===== config.mk =====
export PLATFORM = sky130hd
export DESIGN_NAME = verifica_senha_flat
export DESIGN_NICKNAME = d
export VERILOG_FILES = /design/src/rtl/verifica_senha_if.sv /design/src/rtl/verifica_senha.sv /design/src/flat_wrapper.sv
export SDC_FILE = /design/constraint.sdc
export NUM_CORES = 1
export LEC_CHECK = 0
export ABC_AREA = 0
export BUFFER_PORTS_ARGS = -buffer_cell sky130_fd_sc_hd__buf_2
export CAP_MARGIN = 20
export CORE_ASPECT_RATIO = 0.75
export CORE_MARGIN = 2
export CORE_UTILIZATION = 55
export DETAILED_ROUTE_END_ITERATION = 10
export PLACE_DENSITY = 0.76
export SLEW_MARGIN = 0
export SYNTH_ARGS = -nofsm -noshare
export SYNTH_HDL_FRONTEND = slang
export SYNTH_SLANG_ARGS = --single-unit

===== constraint.sdc =====
create_clock -name clk -period 3.9 [get_ports clk]
set_input_delay 0.585 -clock clk [delete_from_list [all_inputs] [get_ports clk]]
set_output_delay 0.585 -clock clk [all_outputs]
set_load 0.02 [all_outputs]

===== src/rtl/verifica_senha_if.sv =====
// Keypad/password handshake between the main access FSM and verifica_senha.
// The master side drives entry enable and key strobes; the slave returns verdict levels.
interface verifica_senha_if;
  logic       IN_PASW;
  logic       key_valid;
  logic [3:0] key_code;
  logic       IN;
  logic       ERRO;
  logic       OK;
  logic [2:0] dig_cnt;

  modport master (
    output IN_PASW, key_valid, key_code,
    input  IN, ERRO, OK, dig_cnt
  );

  modport slave (
    input  IN_PASW, key_valid, key_code,
    output IN, ERRO, OK, dig_cnt
  );
endinterface


===== src/rtl/verifica_senha.sv =====
// 4-digit BCD keypad password checker with inter-key timeout (IN pulse on expiry).
// Defining SENHA_BLOQUEIO_EN adds the consecutive-failure counter and the LOCK state.
module verifica_senha #(
  parameter logic [15:0] SENHA       = 16'h1234,
  parameter int unsigned TIMEOUT_CYC = 1000
`ifdef SENHA_BLOQUEIO_EN
  ,
  parameter int unsigned MAX_TENT    = 3,
  parameter int unsigned LOCK_CYC    = 5000
`endif
) (
  input  logic            clk,
  input  logic            rst,
  verifica_senha_if.slave bus
);

  localparam int TW = (TIMEOUT_CYC > 32'd1) ? $clog2(TIMEOUT_CYC) : 1;
  localparam logic [TW-1:0] TIMER_LAST = TW'(TIMEOUT_CYC - 32'd1);
`ifdef SENHA_BLOQUEIO_EN
  localparam int FW = $clog2(MAX_TENT + 32'd1);
  localparam int LW = (LOCK_CYC > 32'd1) ? $clog2(LOCK_CYC) : 1;
  localparam logic [FW-1:0] FAIL_LAST = FW'(MAX_TENT - 32'd1);
  localparam logic [LW-1:0] LOCK_LAST = LW'(LOCK_CYC - 32'd1);
`endif

  typedef enum logic [2:0] {
    ST_IDLE    = 3'd0,
    ST_ENTRY   = 3'd1,
    ST_CHECK   = 3'd2,
    ST_RES_OK  = 3'd3,
    ST_RES_ERR = 3'd4
`ifdef SENHA_BLOQUEIO_EN
    ,
    ST_LOCK    = 3'd5
`endif
  } state_t;

  state_t        state_r, state_s;
  logic [15:0]   buf_r, buf_s;
  logic [2:0]    cnt_r, cnt_s;
  logic [TW-1:0] timer_r, timer_s;
  logic          pasw_d_r;
  logic          in_r, in_s;
  logic          erro_r, erro_s;
  logic          ok_r, ok_s;
`ifdef SENHA_BLOQUEIO_EN
  logic [FW-1:0] fail_r, fail_s;
  logic [LW-1:0] lock_r, lock_s;
`endif

  logic key_digit_s;
  logic key_clear_s;
  logic pasw_rise_s;

  assign key_digit_s = bus.key_valid && (bus.key_code <= 4'd9);
  assign key_clear_s = bus.key_valid && (bus.key_code == 4'hA);
  assign pasw_rise_s = bus.IN_PASW && !pasw_d_r;

  assign bus.IN      = in_r;
  assign bus.ERRO    = erro_r;
  assign bus.OK      = ok_r;
  assign bus.dig_cnt = cnt_r;

  // Next-state, datapath and output decode
  always_comb begin
    state_s = state_r;
    buf_s   = buf_r;
    cnt_s   = cnt_r;
    timer_s = timer_r;
    in_s    = 1'b0;
`ifdef SENHA_BLOQUEIO_EN
    fail_s  = fail_r;
    lock_s  = lock_r;
`endif
    case (state_r)
      ST_IDLE: begin
        buf_s   = 16'h0000;
        cnt_s   = 3'd0;
        timer_s = {TW{1'b0}};
        if (pasw_rise_s) begin
          state_s = ST_ENTRY;
        end else begin
          state_s = ST_IDLE;
        end
      end
      ST_ENTRY: begin
        // Losing IN_PASW outranks a 4th digit or a timer expiry in the same cycle
        if (!bus.IN_PASW) begin
          state_s = ST_IDLE;
          buf_s   = 16'h0000;
          cnt_s   = 3'd0;
          timer_s = {TW{1'b0}};
        end else if (key_digit_s) begin
          buf_s   = {buf_r[11:0], bus.key_code};
          cnt_s   = cnt_r + 3'd1;
          timer_s = {TW{1'b0}};
          if (cnt_r == 3'd3) begin
            state_s = ST_CHECK;
          end else begin
            state_s = ST_ENTRY;
          end
        end else if (key_clear_s) begin
          buf_s   = 16'h0000;
          cnt_s   = 3'd0;
          timer_s = {TW{1'b0}};
        end else if (timer_r == TIMER_LAST) begin
          state_s = ST_IDLE;
          buf_s   = 16'h0000;
          cnt_s   = 3'd0;
          timer_s = {TW{1'b0}};
          in_s    = 1'b1;
        end else begin
          timer_s = timer_r + TW'(1'b1);
        end
      end
      ST_CHECK: begin
        if (!bus.IN_PASW) begin
          state_s = ST_IDLE;
          buf_s   = 16'h0000;
          cnt_s   = 3'd0;
        end else if (buf_r == SENHA) begin
          state_s = ST_RES_OK;
`ifdef SENHA_BLOQUEIO_EN
          fail_s  = {FW{1'b0}};
`endif
        end else begin
`ifdef SENHA_BLOQUEIO_EN
          fail_s = fail_r + FW'(1'b1);
          if (fail_r >= FAIL_LAST) begin
            state_s = ST_LOCK;
            lock_s  = {LW{1'b0}};
            buf_s   = 16'h0000;
            cnt_s   = 3'd0;
          end else begin
            state_s = ST_RES_ERR;
          end
`else
          state_s = ST_RES_ERR;
`endif
        end
      end
      ST_RES_OK: begin
        if (!bus.IN_PASW) begin
          state_s = ST_IDLE;
          buf_s   = 16'h0000;
          cnt_s   = 3'd0;
        end else begin
          state_s = ST_RES_OK;
        end
      end
      ST_RES_ERR: begin
        // A digit here is the first digit of the next attempt
        if (!bus.IN_PASW) begin
          state_s = ST_IDLE;
          buf_s   = 16'h0000;
          cnt_s   = 3'd0;
        end else if (key_digit_s) begin
          state_s = ST_ENTRY;
          buf_s   = {12'h000, bus.key_code};
          cnt_s   = 3'd1;
          timer_s = {TW{1'b0}};
        end else begin
          state_s = ST_RES_ERR;
        end
      end
`ifdef SENHA_BLOQUEIO_EN
      ST_LOCK: begin
        buf_s = 16'h0000;
        cnt_s = 3'd0;
        if (lock_r == LOCK_LAST) begin
          state_s = ST_IDLE;
          fail_s  = {FW{1'b0}};
          lock_s  = {LW{1'b0}};
        end else begin
          state_s = ST_LOCK;
          lock_s  = lock_r + LW'(1'b1);
        end
      end
`endif
      default: begin
        state_s = ST_IDLE;
        buf_s   = 16'h0000;
        cnt_s   = 3'd0;
        timer_s = {TW{1'b0}};
      end
    endcase

    ok_s = (state_s == ST_RES_OK);
`ifdef SENHA_BLOQUEIO_EN
    erro_s = (state_s == ST_RES_ERR) || (state_s == ST_LOCK);
`else
    erro_s = (state_s == ST_RES_ERR);
`endif
  end

  // State, datapath and output registers
  always_ff @(posedge clk or posedge rst) begin
    if (rst) begin
      state_r  <= ST_IDLE;
      buf_r    <= 16'h0000;
      cnt_r    <= 3'd0;
      timer_r  <= {TW{1'b0}};
      pasw_d_r <= 1'b0;
      in_r     <= 1'b0;
      erro_r   <= 1'b0;
      ok_r     <= 1'b0;
`ifdef SENHA_BLOQUEIO_EN
      fail_r   <= {FW{1'b0}};
      lock_r   <= {LW{1'b0}};
`endif
    end else begin
      state_r  <= state_s;
      buf_r    <= buf_s;
      cnt_r    <= cnt_s;
      timer_r  <= timer_s;
      pasw_d_r <= bus.IN_PASW;
      in_r     <= in_s;
      erro_r   <= erro_s;
      ok_r     <= ok_s;
`ifdef SENHA_BLOQUEIO_EN
      fail_r   <= fail_s;
      lock_r   <= lock_s;
`endif
    end
  end

endmodule


===== src/flat_wrapper.sv =====
// flat-port wrapper written by rule: the top's interface ports become plain ports
module verifica_senha_flat 
#(
  parameter logic [15:0] SENHA       = 16'h1234,
  parameter int unsigned TIMEOUT_CYC = 1000

)
  (clk, rst, bus_IN_PASW, bus_key_valid, bus_key_code, bus_IN, bus_ERRO, bus_OK, bus_dig_cnt);
  verifica_senha_if bus_i ();
  input  logic clk;
  input  logic rst;
  input wire logic [$bits(bus_i.IN_PASW)-1:0] bus_IN_PASW;
  input wire logic [$bits(bus_i.key_valid)-1:0] bus_key_valid;
  input wire logic [$bits(bus_i.key_code)-1:0] bus_key_code;
  output wire logic [$bits(bus_i.IN)-1:0] bus_IN;
  output wire logic [$bits(bus_i.ERRO)-1:0] bus_ERRO;
  output wire logic [$bits(bus_i.OK)-1:0] bus_OK;
  output wire logic [$bits(bus_i.dig_cnt)-1:0] bus_dig_cnt;
  assign bus_i.IN_PASW = bus_IN_PASW;
  assign bus_i.key_valid = bus_key_valid;
  assign bus_i.key_code = bus_key_code;
  assign bus_IN = bus_i.IN;
  assign bus_ERRO = bus_i.ERRO;
  assign bus_OK = bus_i.OK;
  assign bus_dig_cnt = bus_i.dig_cnt;
  verifica_senha #(.SENHA(SENHA), .TIMEOUT_CYC(TIMEOUT_CYC)) u_core (.clk(clk), .rst(rst), .bus(bus_i));
endmodule

Yosys cells after proc, flatten, opt, wreduce, memory -nomap -nowiden
Index checks and enable logic that the tools add are counted.
{"block": "classes", "muxes": 40, "n_reduce_logical": 8, "n_eq_ne": 15, "n_bitwise": 1, "multipliers": 0, "add_sub_neg": 2, "div_mod_pow": 0, "shift": 0, "n_lt_le_gt_ge": 1}
{"operator": "16-bit 2-to-1 mux", "count": 7}
{"operator": "10-bit 2-to-1 mux", "count": 6}
{"operator": "16-bit one-hot mux with 3 select lines", "count": 1}
{"operator": "3-bit 2-to-1 mux", "count": 15}
{"operator": "10-bit one-hot mux with 3 select lines", "count": 1}
{"operator": "16-bit by 13-bit == test with 1-bit output, second input constant", "count": 1}
{"operator": "3-bit one-hot mux with 5 select lines", "count": 1}
{"operator": "3-bit by 2-bit == test with 1-bit output, second input constant", "count": 4}
{"operator": "10-bit by 1-bit adder with 10-bit output, second input constant", "count": 1}
{"operator": "10-bit == test, second input constant", "count": 1}
{"operator": "3-bit one-hot mux with 3 select lines", "count": 1}
{"operator": "3-bit == test, second input constant", "count": 2}
{"operator": "1-bit 2-to-1 mux", "count": 6}
{"operator": "3-bit AND reduction", "count": 2}
{"operator": "5-bit by 2-bit != test with 1-bit output, second input constant", "count": 1}
{"operator": "4-bit == test, second input constant", "count": 1}
{"operator": "4-bit less-or-equal comparator, second input constant", "count": 1}
{"operator": "2-bit 2-to-1 mux", "count": 2}
{"operator": "2-bit != test, second input constant", "count": 2}
{"operator": "3-bit by 1-bit adder with 3-bit output, second input constant", "count": 1}
{"operator": "3-bit by 1-bit == test with 1-bit output, second input constant", "count": 1}
{"operator": "1-bit logical AND", "count": 3}
{"operator": "3-bit logical NOT", "count": 1}
{"operator": "3-bit by 2-bit != test with 1-bit output, second input constant", "count": 1}
{"operator": "other kinds (4)", "count": 4}
{"block": "totals", "output_inout_bits": 6, "mem_bits_ro": 0, "n_memories": 0, "reg_bits": 36, "word_cells": 75, "ramBits": 0, "inputBits": 8, "latch_bits": 0}

Logic depth before layout (Yosys ltp)
Gate-level depths: netlist of run 1.
{"block": "logic_depth", "ltp_word": 7, "mapped_depth": 7, "depth_no_buf": 5}

Worst setup path after synthesis of run 1
Ideal clock, no wire load.
{"block": "synth_timing", "kind": "register to register", "start": "reg u_core.timer_r[3]", "end": "reg u_core.cnt_r[1] (netlist: u_core.bus.dig_cnt[1])", "stages_incl_launch_ff": 7, "required_time_ps": 3779, "synth_period_minus_slack_ps": 2117, "t_arrival_ps": 1996, "path_slack_ps": 1783, "path_buffers": 2, "setup_ps": 121, "path_cell_list": "dfrtp_1 or3b_1 or4_4 a221o_1 buf_6 buf_6 a22o_1"}
{"block": "synth_between", "elab_chain_len": 3}
{"element": "start, declared", "line_no": "verifica_senha.sv:41", "rtl": "logic [TW-1:0] timer_r, timer_s;"}
{"element": "start signal, assigned", "line_no": "verifica_senha.sv:202", "rtl": "timer_r <= {TW{1'b0}};"}
{"element": "start signal, assigned", "line_no": "verifica_senha.sv:215", "rtl": "timer_r <= timer_s;"}
{"element": "10-bit == test", "line_no": "verifica_senha.sv:106", "rtl": "end else if (timer_r == TIMER_LAST) begin"}
{"element": "5-bit by 2-bit != test with 1-bit output (no line)"}
{"element": "3-bit AND reduction (no line)"}
{"element": "end signal, assigned", "line_no": "verifica_senha.sv:214", "rtl": "cnt_r <= cnt_s;"}
{"element": "end, declared", "line_no": "verifica_senha.sv:40", "rtl": "logic [2:0] cnt_r, cnt_s;"}
Every way passes these cells.
A chain may end at the register's enable or synchronous reset.

Worst setup path after layout of run 1
{"block": "layout_timing", "start": "reg u_core.timer_r[3]", "end": "reg u_core.buf_r[0]"}
{"block": "layout_between", "elab_chain_len": 3}
{"element": "10-bit == test", "line_no": "verifica_senha.sv:106"}
{"element": "5-bit by 2-bit != test with 1-bit output (no line)"}
{"element": "3-bit AND reduction (no line)"}
{"element": "end signal, assigned", "line_no": "verifica_senha.sv:213", "rtl": "buf_r <= buf_s;"}
{"element": "end, declared", "line_no": "verifica_senha.sv:39", "rtl": "logic [15:0] buf_r, buf_s;"}
Every way passes these cells.

==> results of run 1 <==
critical path, stage by stage, from the launching register on:
cell and delay, ns:
dfrtp_1 0.44, or3b_1 0.40, or4_4 0.52, a221o_1 0.66
mux2_2 0.38
how the worst min path moves through the flow:
stage	startpoint	to	slack, ns	depth (start not counted)
floorplan	u_core.timer_r[9]	u_core.timer_r[9]	0.44	1
global placement	u_core.timer_r[9]	u_core.timer_r[9]	0.49	1
detailed placement	u_core.timer_r[9]	u_core.timer_r[9]	0.48	1
CTS	rst	u_core.buf_r[11]	0.40	3
global route	rst	u_core.buf_r[13]	0.43	3
finish	rst	u_core.timer_r[6]	0.38	3
cell families after synthesis:
logic type / count (synthesis)
AND/OR/NAND/NOR: 49
buffers and inverters: 17
AO/OA/AOI/OAI: 54
multiplexers: 5
adder cells (fa/ha/maj): 3
flip-flops: 36
sequential cells by signal (all words and copies together), names as in the netlist:
register,flops
u_core.timer_r,10
u_core.bus.ERRO,1
u_core.pasw_d_r,1
u_core.buf_r,16
u_core.state_r,3
u_core.bus.dig_cnt,3
u_core.bus.IN,1
u_core.bus.OK,1
cells in the final DEF, fill, tap and decap left out, drive strengths merged, types with 5 or more instances in the layout:
cell type / synthesis / routed
nand2: 8 / 8
dfrtp: 36 / 36
buf: 2 / 16
nand3: 11 / 11
a21boi: 5 / 5
nor2: 6 / 6
a31oi: 8 / 8
clkbuf: 8 / 6
inv: 7 / 7
o21ai: 10 / 10
a22o: 13 / 13
final cells by class:
class | instances | area [sq um]
well taps | 38 | 47.5
fillers | 238 | 1070
clock inverters | 1 | 5.00
inverters | 7 | 26.3
clock buffers | 6 | 72.6
flip-flops and latches | 36 | 901
repair buffers | 16 | 87.6
multi-input cells | 111 | 786
stage by stage:
stage               utilization (%)  setup WS, ns  cells
finish                         64.2          1.39    215
global route                   64.2          1.31    215
CTS                            64.2          1.42    215
detailed placement             61.6          1.41    208
global placement               61.6          1.50    208
floorplan                         -          1.78    164
power by group through the flow:
stage | clock network, W | logic, W | registers (W)
after floorplan | 0 | 0.0000312 | 0.000387
after global placement | 0 | 0.0000407 | 0.000388
after detailed placement | 0 | 0.0000424 | 0.000388
after CTS | 0.000248 | 0.0000424 | 0.000381
after global routing | 0.000261 | 0.0000479 | 0.000381
final | 0.000243 | 0.0000420 | 0.000381
per-layer routing:
| layer | vias to the layer above | GRT usage, % |
|---|---|---|
| met4 | 0 | 8.82 |
| met1 | 677 | 30.5 |
| met3 | 6 | 5.33 |
| met5 | - | 0 |
| met2 | 48 | 34.0 |
| li1 | 659 | - |
==> results.md, run 1 <==
* CTS H-Tree Depth at 2
* Layout Nets at 188
* First-pass GRT wire length at roughly 6200 um
* Via density at between 6 and 7
* Clock share of power at 36.5%
* CP endpoint kind: flip-flop
* Cell Area, Synth at 0.00177 sq mm
* Clk_skew at roughly 0.0036 ns
* Internal power at about 0.00051 W
* # IOs at 14
* CTS tree: yes
* FF-to-FF path depth at 4
* Post-placement cell area at 0.00185 sq mm
* Routed via count at around 1400
* RSZ-0062 raised after global routing: no
* GRT Resource Usage Total at around 22%
* Metal-1 WL at roughly 1800 um
* Max layer used: met4
* Clk slew on worst S/H paths at around 0.06 ns
* Compound-Gate Fraction of Synth Area at between 20% and 30%
* Worst vdd ir at ~0.25 mV
* Largest family of logic cells by synthesized area: compound AO/OA/AOI/OAI gates
* Final ANT Viol Nets at 0
* Pin count of the biggest net entering global routing at 37
* Register-to-register setup slack at about 1.4 ns
* Yosys cell types at 43
* TritonCTS Sinks at 36
* NetSw at between 0.00015 and 0.0002 W
* Critical path class: reg2reg
* Routed WL per cell at 17.2 um
* Core box area at between 0.002 and 0.003 sq mm
* DRC viols at 0
* CTS Hold Bufs at 0
* Worst slew margin at between 40 and 50%
* Slew Viols, Final at 0
* Crit path DAT at between 2 and 3 ns
* Vias in the first global route at about 1300
* Final Hold Fails at 0
* Effective utilization at floorplan at approximately three fifths
* Std cell rows at 17
* Synth Flop Type: dfrtp_1
* Synth Area in Adders at under 10%
* Yosys reg bits at 36
* I/O Buffers at 13
* Total length of routed met3 wires at about 210 um
* Most common cell in the synthesized netlist: dfrtp_1
* Hpwl dp at 2520 um
* Worst Path Required at approximately 4.1 ns
* Setup Buffers After CTS at 0
* R2r startpoint: u_core.timer_r[3]
* CTS buffer count at 5
* CP max FO at 19
* Clk Latency, worst-skew pair at just under 0.3 ns
* Worst Tran Pin Value at 0.887 ns
* Post-Synth Simple-Gate Area at 16.6%
* Synth top cells by count: dfrtp_1, a22o_1, nand3_1, o21ai_0
* GPL Wtd Cong at ~0.90
* WHS at roughly 0.38 ns
* Total power at 0.000666 W
* Seq pwr share at between 50% and 60%
* Net count after synthesis at between 150 and 200
* Comb pwr share at approximately 6.3%
* Syn Area/Cell at roughly 11 sq um
* Met2 WL at 1640 um
* Post-synthesis mux area share at a little over 3%
* Status: complete, no violations
* Syn-to-layout area delta at 9.07%
* Final Setup Violations at 0
* Root buf cell: clkbuf_8
* Final period util at between 60% and 70%
* Capturing point of the worst reg2reg path: u_core.buf_r[0]
* Crit. Startpoint: u_core.timer_r[3]
* Resize count post-CTS at 0
* Leak Pwr at 0.863 nW
* Drt initial violations at between 150 and 200
* Pwr/cell area at roughly 350 mW/mm^2
* Critical Path Sink: u_core.buf_r[0]
* Synth top area share at between 50% and 60%
* Cells taking the most area after synthesis: dfrtp_1, a22o_1, nand3_1
* Fmax at 398 MHz
* CP startpoint kind: flip-flop
* Initial DRT Pass Iterations at 4
* Synth Area in XOR/XNOR at 0%
* Design area at 0.00193 sq mm
* Total Die Area at 0.00368 sq mm
* Synth warnings at 0
* Max Cap Viol at 0
* Share of layout cells above drive strength 1 at 18.1%
* DRT Wirelength at between 3000 and 4000 um
* Antenna violations before repair at 0
* Gr ovfl total at 0
* Switch share at a little under a quarter
* Hold/Removal Path Class: in2async
* Synth Instances at between 150 and 200
* Die H at approximately 53 um
* Share of flip-flops with an asynchronous set or reset at 100%
* ANT cells at 0
* Total negative setup slack at 0 ns
* Cell accounting for the most synthesized area: dfrtp_1
* EDFF count, synth at 0
* Min Tclk post-route at between 2 and 3 ns
* Die width at just under 70 um
* Clock Tree Buf Depth at 2
* Sequential element share of the synthesized area at between 50% and 60%
(Power assumes the default switching activity.)
==> run 2, diff against run 1 <==
ABC_AREA = 1   (was 0)
clock period = 2.5 ns   (was 3.9 ns; I/O delays follow)
==> results.md, run 2 <==
* Core box area at 0.00329 sq mm
* Worst vdd ir at around 0.40 mV
* Biggest register: u_core.buf_r
* Placed cell count at ~290
* CP startpoint kind: flip-flop
* # IOs at 14
* I/O Buffers at 13
* CP endpoint kind: flip-flop
* Worst Path Required at roughly 2.7 ns
* Vias in the first global route at between 1000 and 1500
* DRC viols at 0
* Setup Buffers After CTS at 0
* Setup ws final at approximately 0.76 ns
* Clk Latency, worst-skew pair at ~0.29 ns
* CTS buffer count at 5
* Crit path DAT at between 1.5 and 2 ns
* Layout Nets at between 200 and 300
* Synth top area share at a little under half
* Worst-path cell chain: ha_1 > nand2_1 > nor2_1 > nand3_1 > nand3_2 > nand2_4 > nand2_1 > o21ai_2
* Filler cells at slightly below 300
* Routed via count at between 1500 and 2000
* Top flop regs: u_core.buf_r x16, u_core.timer_r x10
* Leak Pwr at 1.08 nW
* Hold/Removal Path Class: in2async
* EDFF count, synth at 0
* CTS Hold Bufs at 0
* Pwr/cell area at around 540 mW/mm^2
* Met1 usage at about a third
* Buf/Inv on CP at 0
* Worst slew margin at between 60 and 70%
* TritonCTS Sinks at 36
* Most frequent cells in the layout: nand2_1, dfrtp_1, inv_1
* Clk slew on worst S/H paths at approximately 0.08 ns
* GRT Max-Usage Layer: met1
* Final ANT Viol Nets at 0
* Clk_skew at just over 0.009 ns
* Final Hold Fails at 0
* Hpwl dp at about 2600 um
* Root buf cell: clkbuf_8
* Routing usage on met3 at under 10%
* Pin count of the biggest net entering global routing at 37
* Synth Flop Type: dfrtp_1
* Die H at 54.6 um
* Yosys reg bits at 36
* Status: complete, no violations
* Cell Area, Synth at approximately 0.0019 sq mm
* Initial DRT Pass Iterations at 4
* Total negative setup slack at 0 ns
* Non-Filler Instances at 302
* First-pass GRT wire length at around 6000 um
* Max FFs per register at 16
* RSZ-0062 raised after global routing: no
* Syn-to-layout area delta at 9.26%
* Worst Tran Pin Value at ~0.46 ns
* GPL Wtd Cong at just over 0.8
* Drt initial violations at about 110
* CTS tree: yes
* Pre-CTS setup slack at around 0.60 ns
* Syn Area/Cell at 7.70 sq um
* Cell accounting for the most synthesized area: dfrtp_1
* Resize count post-CTS at 0
* Share of flip-flops with an asynchronous set or reset at between 90% and 100%
* Share of layout cells above drive strength 1 at 13.7%
* Synth Instances at 244
* Final Setup Violations at 0
* Effective utilization at floorplan at 57.1%
* CP peak stage delay at 0.38 ns
* Routed WL per cell at ~12 um
* GR Util met2 at 27.3%
* Via density at 5.12
* Final core utilization at 62.4%
* Critical path class: reg2reg
* Total Die Area at 0.00390 sq mm
* Crit-path most repeated cell: nand2_1
* CTS H-Tree Depth at 2
* ANT cells at 0
* Slowest-stage cell, CP: dfrtp_1
* Net count after synthesis at roughly 260
* DRT Wirelength at around 3600 um
* Design area at ~0.0021 sq mm
* Fmax at approximately 570 MHz
* Gr ovfl total at 0
* Synth warnings at 0
* Cells taking the most area after synthesis: dfrtp_1, nand2_1, inv_1
* Max Cap Viol at 0
* Std cell rows at 18
* Clock Tree Buf Depth at 2
* Post-placement cell area at 0.00196 sq mm
* Synth top cells by count: nand2_1, dfrtp_1, inv_1, nor2_1, nand3_1
* CP max FO at 23
* Min Tclk post-route at ~1.7 ns
* Commonest non-fill, non-tap cell in the layout: nand2_1
* Most common cell in the synthesized netlist: nand2_1
* Slew Viols, Final at 0
* Yosys cell types at 23
* Antenna violations before repair at 0
* Final period util at roughly 70%
* Die width at a little over 70 um
* GRT Resource Usage Total at 20.9%
* Sequential element share of the synthesized area at 48.0%
* Kind of cell adding the most delay to the critical path: simple AND/OR/NAND/NOR gates
[run 2: cell families (layout without fill, tap and decap cells)]
group / count (synthesis) / after routing / share of synthesized area (%)
AND/OR/NAND/NOR: 142 / 142 / 33.3
buffers and inverters: 39 / 57 / 9.19
flip-flops: 36 / 36 / 48.0
AO/OA/AOI/OAI: 23 / 23 / 7.06
adder cells (fa/ha/maj): 3 / 3 / 2.00
XOR/XNOR: 1 / 1 / 0.466
[run 2: worst register-to-register path, stage by stage, from the launching register on]
cell,delay (ns)
dfrtp_1,0.38
ha_1,0.21
nand2_1,0.08
nor2_1,0.18
nand3_1,0.20
nand3_2,0.19
nand2_4,0.19
nand2_1,0.14
o21ai_2,0.05
[run 2: final cells by class]
type	count	area, sq um	area share, %
inverters	35	131	6.40
clock inverters	2	10.0	0.488
repair buffers	14	72.6	3.54
flip-flops and latches	36	901	43.9
well taps	40	50.0	2.44
multi-input cells	169	805	39.2
clock buffers	6	82.6	4.02
[run 2: through the flow]
step / hold WS, ns / total power (W)
after floorplan: 0.406 / 0.000671
after global placement: 0.461 / 0.000690
after detailed placement: 0.460 / 0.000691
after CTS: 0.183 / 0.00112
after global routing: 0.210 / 0.00116
final: 0.173 / 0.00111
[run 2: report_power, final]
group	switching, W	total (W)	internal [W]
Combinational	0.0000618	0.0000842	0.0000224
Sequential	0.00000568	0.000595	0.000589
Clock	0.000209	0.000429	0.000220
Total	0.000277	0.00111	0.000831
[run 2: worst paths after layout]
kind	start	endpoint	slack, ns	cells past startpoint
max in group asynchronous	rst	u_core.buf_r[2]	2.00	3
min in group clk	bus_IN_PASW	u_core.pasw_d_r	0.28	1
worst max register to register	u_core.timer_r[0]	u_core.buf_r[3]	0.76	8
worst max-delay path	u_core.timer_r[0]	u_core.buf_r[3]	0.76	8
worst min register to register	u_core.buf_r[6]	u_core.buf_r[6]	0.48	2
worst min-delay path	rst	u_core.bus.OK	0.17	3
[run 2: routing by layer]
layer / vias up / part of all wire, %
li1: 807 / -
met1: 685 / 55
met2: 48 / 38
met3: 5 / 5.7
met4: 0 / 1.2
met5: - / 0
==> run 3, diff against run 2 <==
CORE_UTILIZATION = 53   (was 55)
clock period = 1.52 ns   (was 2.5 ns; I/O delays follow)
==> results.md, run 3 (synthesis results as in run 2) <==
* Status: complete, no violations
* Worst-path cell chain: ha_2 > nand2_2 > nor2_2 > nand3_2 > nand2_1 > nor2_1 > buf_4 > nor2_2 > nor2_1
* Core box area at ~0.0033 sq mm
* Layout Nets at between 200 and 300
* Antenna violations before repair at 0
* Setup ws final at roughly 0.021 ns
* Clk slew on worst S/H paths at ~0.080 ns
* Final period util at slightly below 100%
* Leak Pwr at around 1.2 nW
* Effective utilization at floorplan at between 50% and 60%
* Std cell rows at 18
* Commonest non-fill, non-tap cell in the layout: nand2_1
* Non-Filler Instances at approximately 320
* CP endpoint kind: flip-flop
* Initial DRT Pass Iterations at 4
* Root buf cell: clkbuf_8
* Drt initial violations at roughly 220
* DRT Wirelength at between 4000 and 5000 um
* Slew Viols, Final at 0
* Min Tclk post-route at approximately 1.5 ns
* Syn-to-layout area delta at 20.9%
* CTS H-Tree Depth at 2
* Top flop regs: u_core.buf_r x16, u_core.timer_r x10
* Share of layout cells above drive strength 1 at between 20% and 30%
* Die H at around 56 um
* GPL Wtd Cong at slightly below 1
* Slowest-stage cell, CP: dfrtp_1
* First-pass GRT wire length at between 7000 and 8000 um
* TritonCTS Sinks at 36
* Placed cell count at just over 300
* Max Cap Viol at 0
* Vias in the first global route at around 1500
* Clk Latency, worst-skew pair at roughly 0.30 ns
* GRT Max-Usage Layer: met1
* Routed WL per cell at roughly 14 um
* Worst vdd ir at roughly 0.67 mV
* Final ANT Viol Nets at 0
* Crit path DAT at approximately 1.7 ns
* FF-to-FF path depth at 9
* CP peak stage delay at around 0.4 ns
* Hpwl dp at between 3000 and 4000 um
* Total Die Area at just over 0.004 sq mm
* ANT cells at 0
* GR Util met2 at a little under a third
* Pre-CTS setup slack at -0.0490 ns
* Final Setup Violations at 0
* Total power at 0.00200 W
* Final Hold Fails at 0
* Worst slew margin at a little over two thirds
* # IOs at 14
* Met1 usage at 38.6%
* I/O Buffers at 13
* Kind of cell adding the most delay to the critical path: simple AND/OR/NAND/NOR gates
* Worst Tran Pin Value at between 0.4 and 0.5 ns
* Buf/Inv on CP at 1
* RSZ-0062 raised after global routing: yes
* CTS buffer count at 5
* GRT Resource Usage Total at 23.6%
* Hold/Removal Path Class: in2async
* Gr ovfl total at 0
* Max FFs per register at 16
* Die width at ~73 um
* Stages on worst setup path at 9
* Clk_skew at between 0.01 and 0.015 ns
* Routing usage on met3 at under 10%
* Routed via count at about 1700
* DRC viols at 0
* Clock Tree Buf Depth at 2
* CTS Hold Bufs at 0
* Pin count of the biggest net entering global routing at 37
* CP startpoint kind: flip-flop
* Pwr/cell area at 881 mW/mm^2
* Fmax at approximately 670 MHz
* Biggest register: u_core.buf_r
* Via density at between 5 and 6
* Critical path class: reg2reg
* Worst Path Required at between 1.5 and 2 ns
* Most frequent cells in the layout: nand2_1, dfrtp_1, inv_1
* CP max FO at 4
* CTS tree: yes
run 3: layout make-up:
| cell class | count | area [sq um] |
|---|---|---|
| inverters | 35 | 131 |
| fillers | 291 | 1060 |
| clock buffers | 6 | 72.6 |
| repair buffers | 30 | 209 |
| multi-input cells | 170 | 871 |
| flip-flops and latches | 36 | 901 |
| well taps | 40 | 50.0 |
| clock inverters | 2 | 35.0 |
run 3: repair_timing:
| action | 4_1_cts | 5_1_grt |
|---|---|---|
| setup buffers | 0 | 1 |
| gates cloned | 1 | 0 |
| endpoints found under the setup margin | 19 | 30 |
| gates resized for setup | 1 | 19 |
| pin swaps | 1 | 4 |
run 3: worst paths after layout:
check | slack, ns | startpoint | end
hold reg to reg | 0.47 | u_core.buf_r[6] | u_core.buf_r[6]
min in group clk | 0.15 | bus_IN_PASW | u_core.pasw_d_r
setup / recovery | 0.02 | u_core.timer_r[0] | u_core.timer_r[5]
max in group asynchronous | 1.17 | rst | u_core.timer_r[9]
hold / removal | 0.01 | rst | u_core.timer_r[5]
setup reg to reg | 0.02 | u_core.timer_r[0] | u_core.timer_r[5]
run 3: worst register-to-register path: stages (launching register included):
cell	delay (ns)
dfrtp_1	0.39
ha_2	0.21
nand2_2	0.07
nor2_2	0.13
nand3_2	0.15
nand2_1	0.11
nor2_1	0.05
buf_4	0.15
nor2_2	0.10
nor2_1	0.06
run 3: per-stage QoR:
| stage | hold slack, ns | util (%) | setup TNS [ns] | instance area, sq um |
|---|---|---|---|---|
| floorplan | 0.259 | - | 0 | 1880 |
| global placement | 0.354 | 62.5 | 0 | 2080 |
| detailed placement | 0.355 | 62.5 | -0.522 | 2080 |
| CTS | 0.0408 | 66.1 | 0 | 2200 |
| global route | 0.0635 | 68.1 | -1.69 | 2270 |
| finish | 0.0141 | 68.1 | 0 | 2270 |
run 3: metal layers:
layer / wire (um) / part of all wire (%)
met1: 2230 / 51
met2: 1760 / 41
met3: 282 / 6.5
met4: 59 / 1.4
met5: 0 / 0
run 3: power breakdown:
part	internal, W	leakage [nW]	switching [W]	total [W]
combinational	0.0000654	0.622	0.000122	0.000187
clock	0.000487	0.0552	0.000348	0.000835
sequential	0.000969	0.499	0.00000851	0.000978
total	0.00152	1.18	0.000478	0.00200
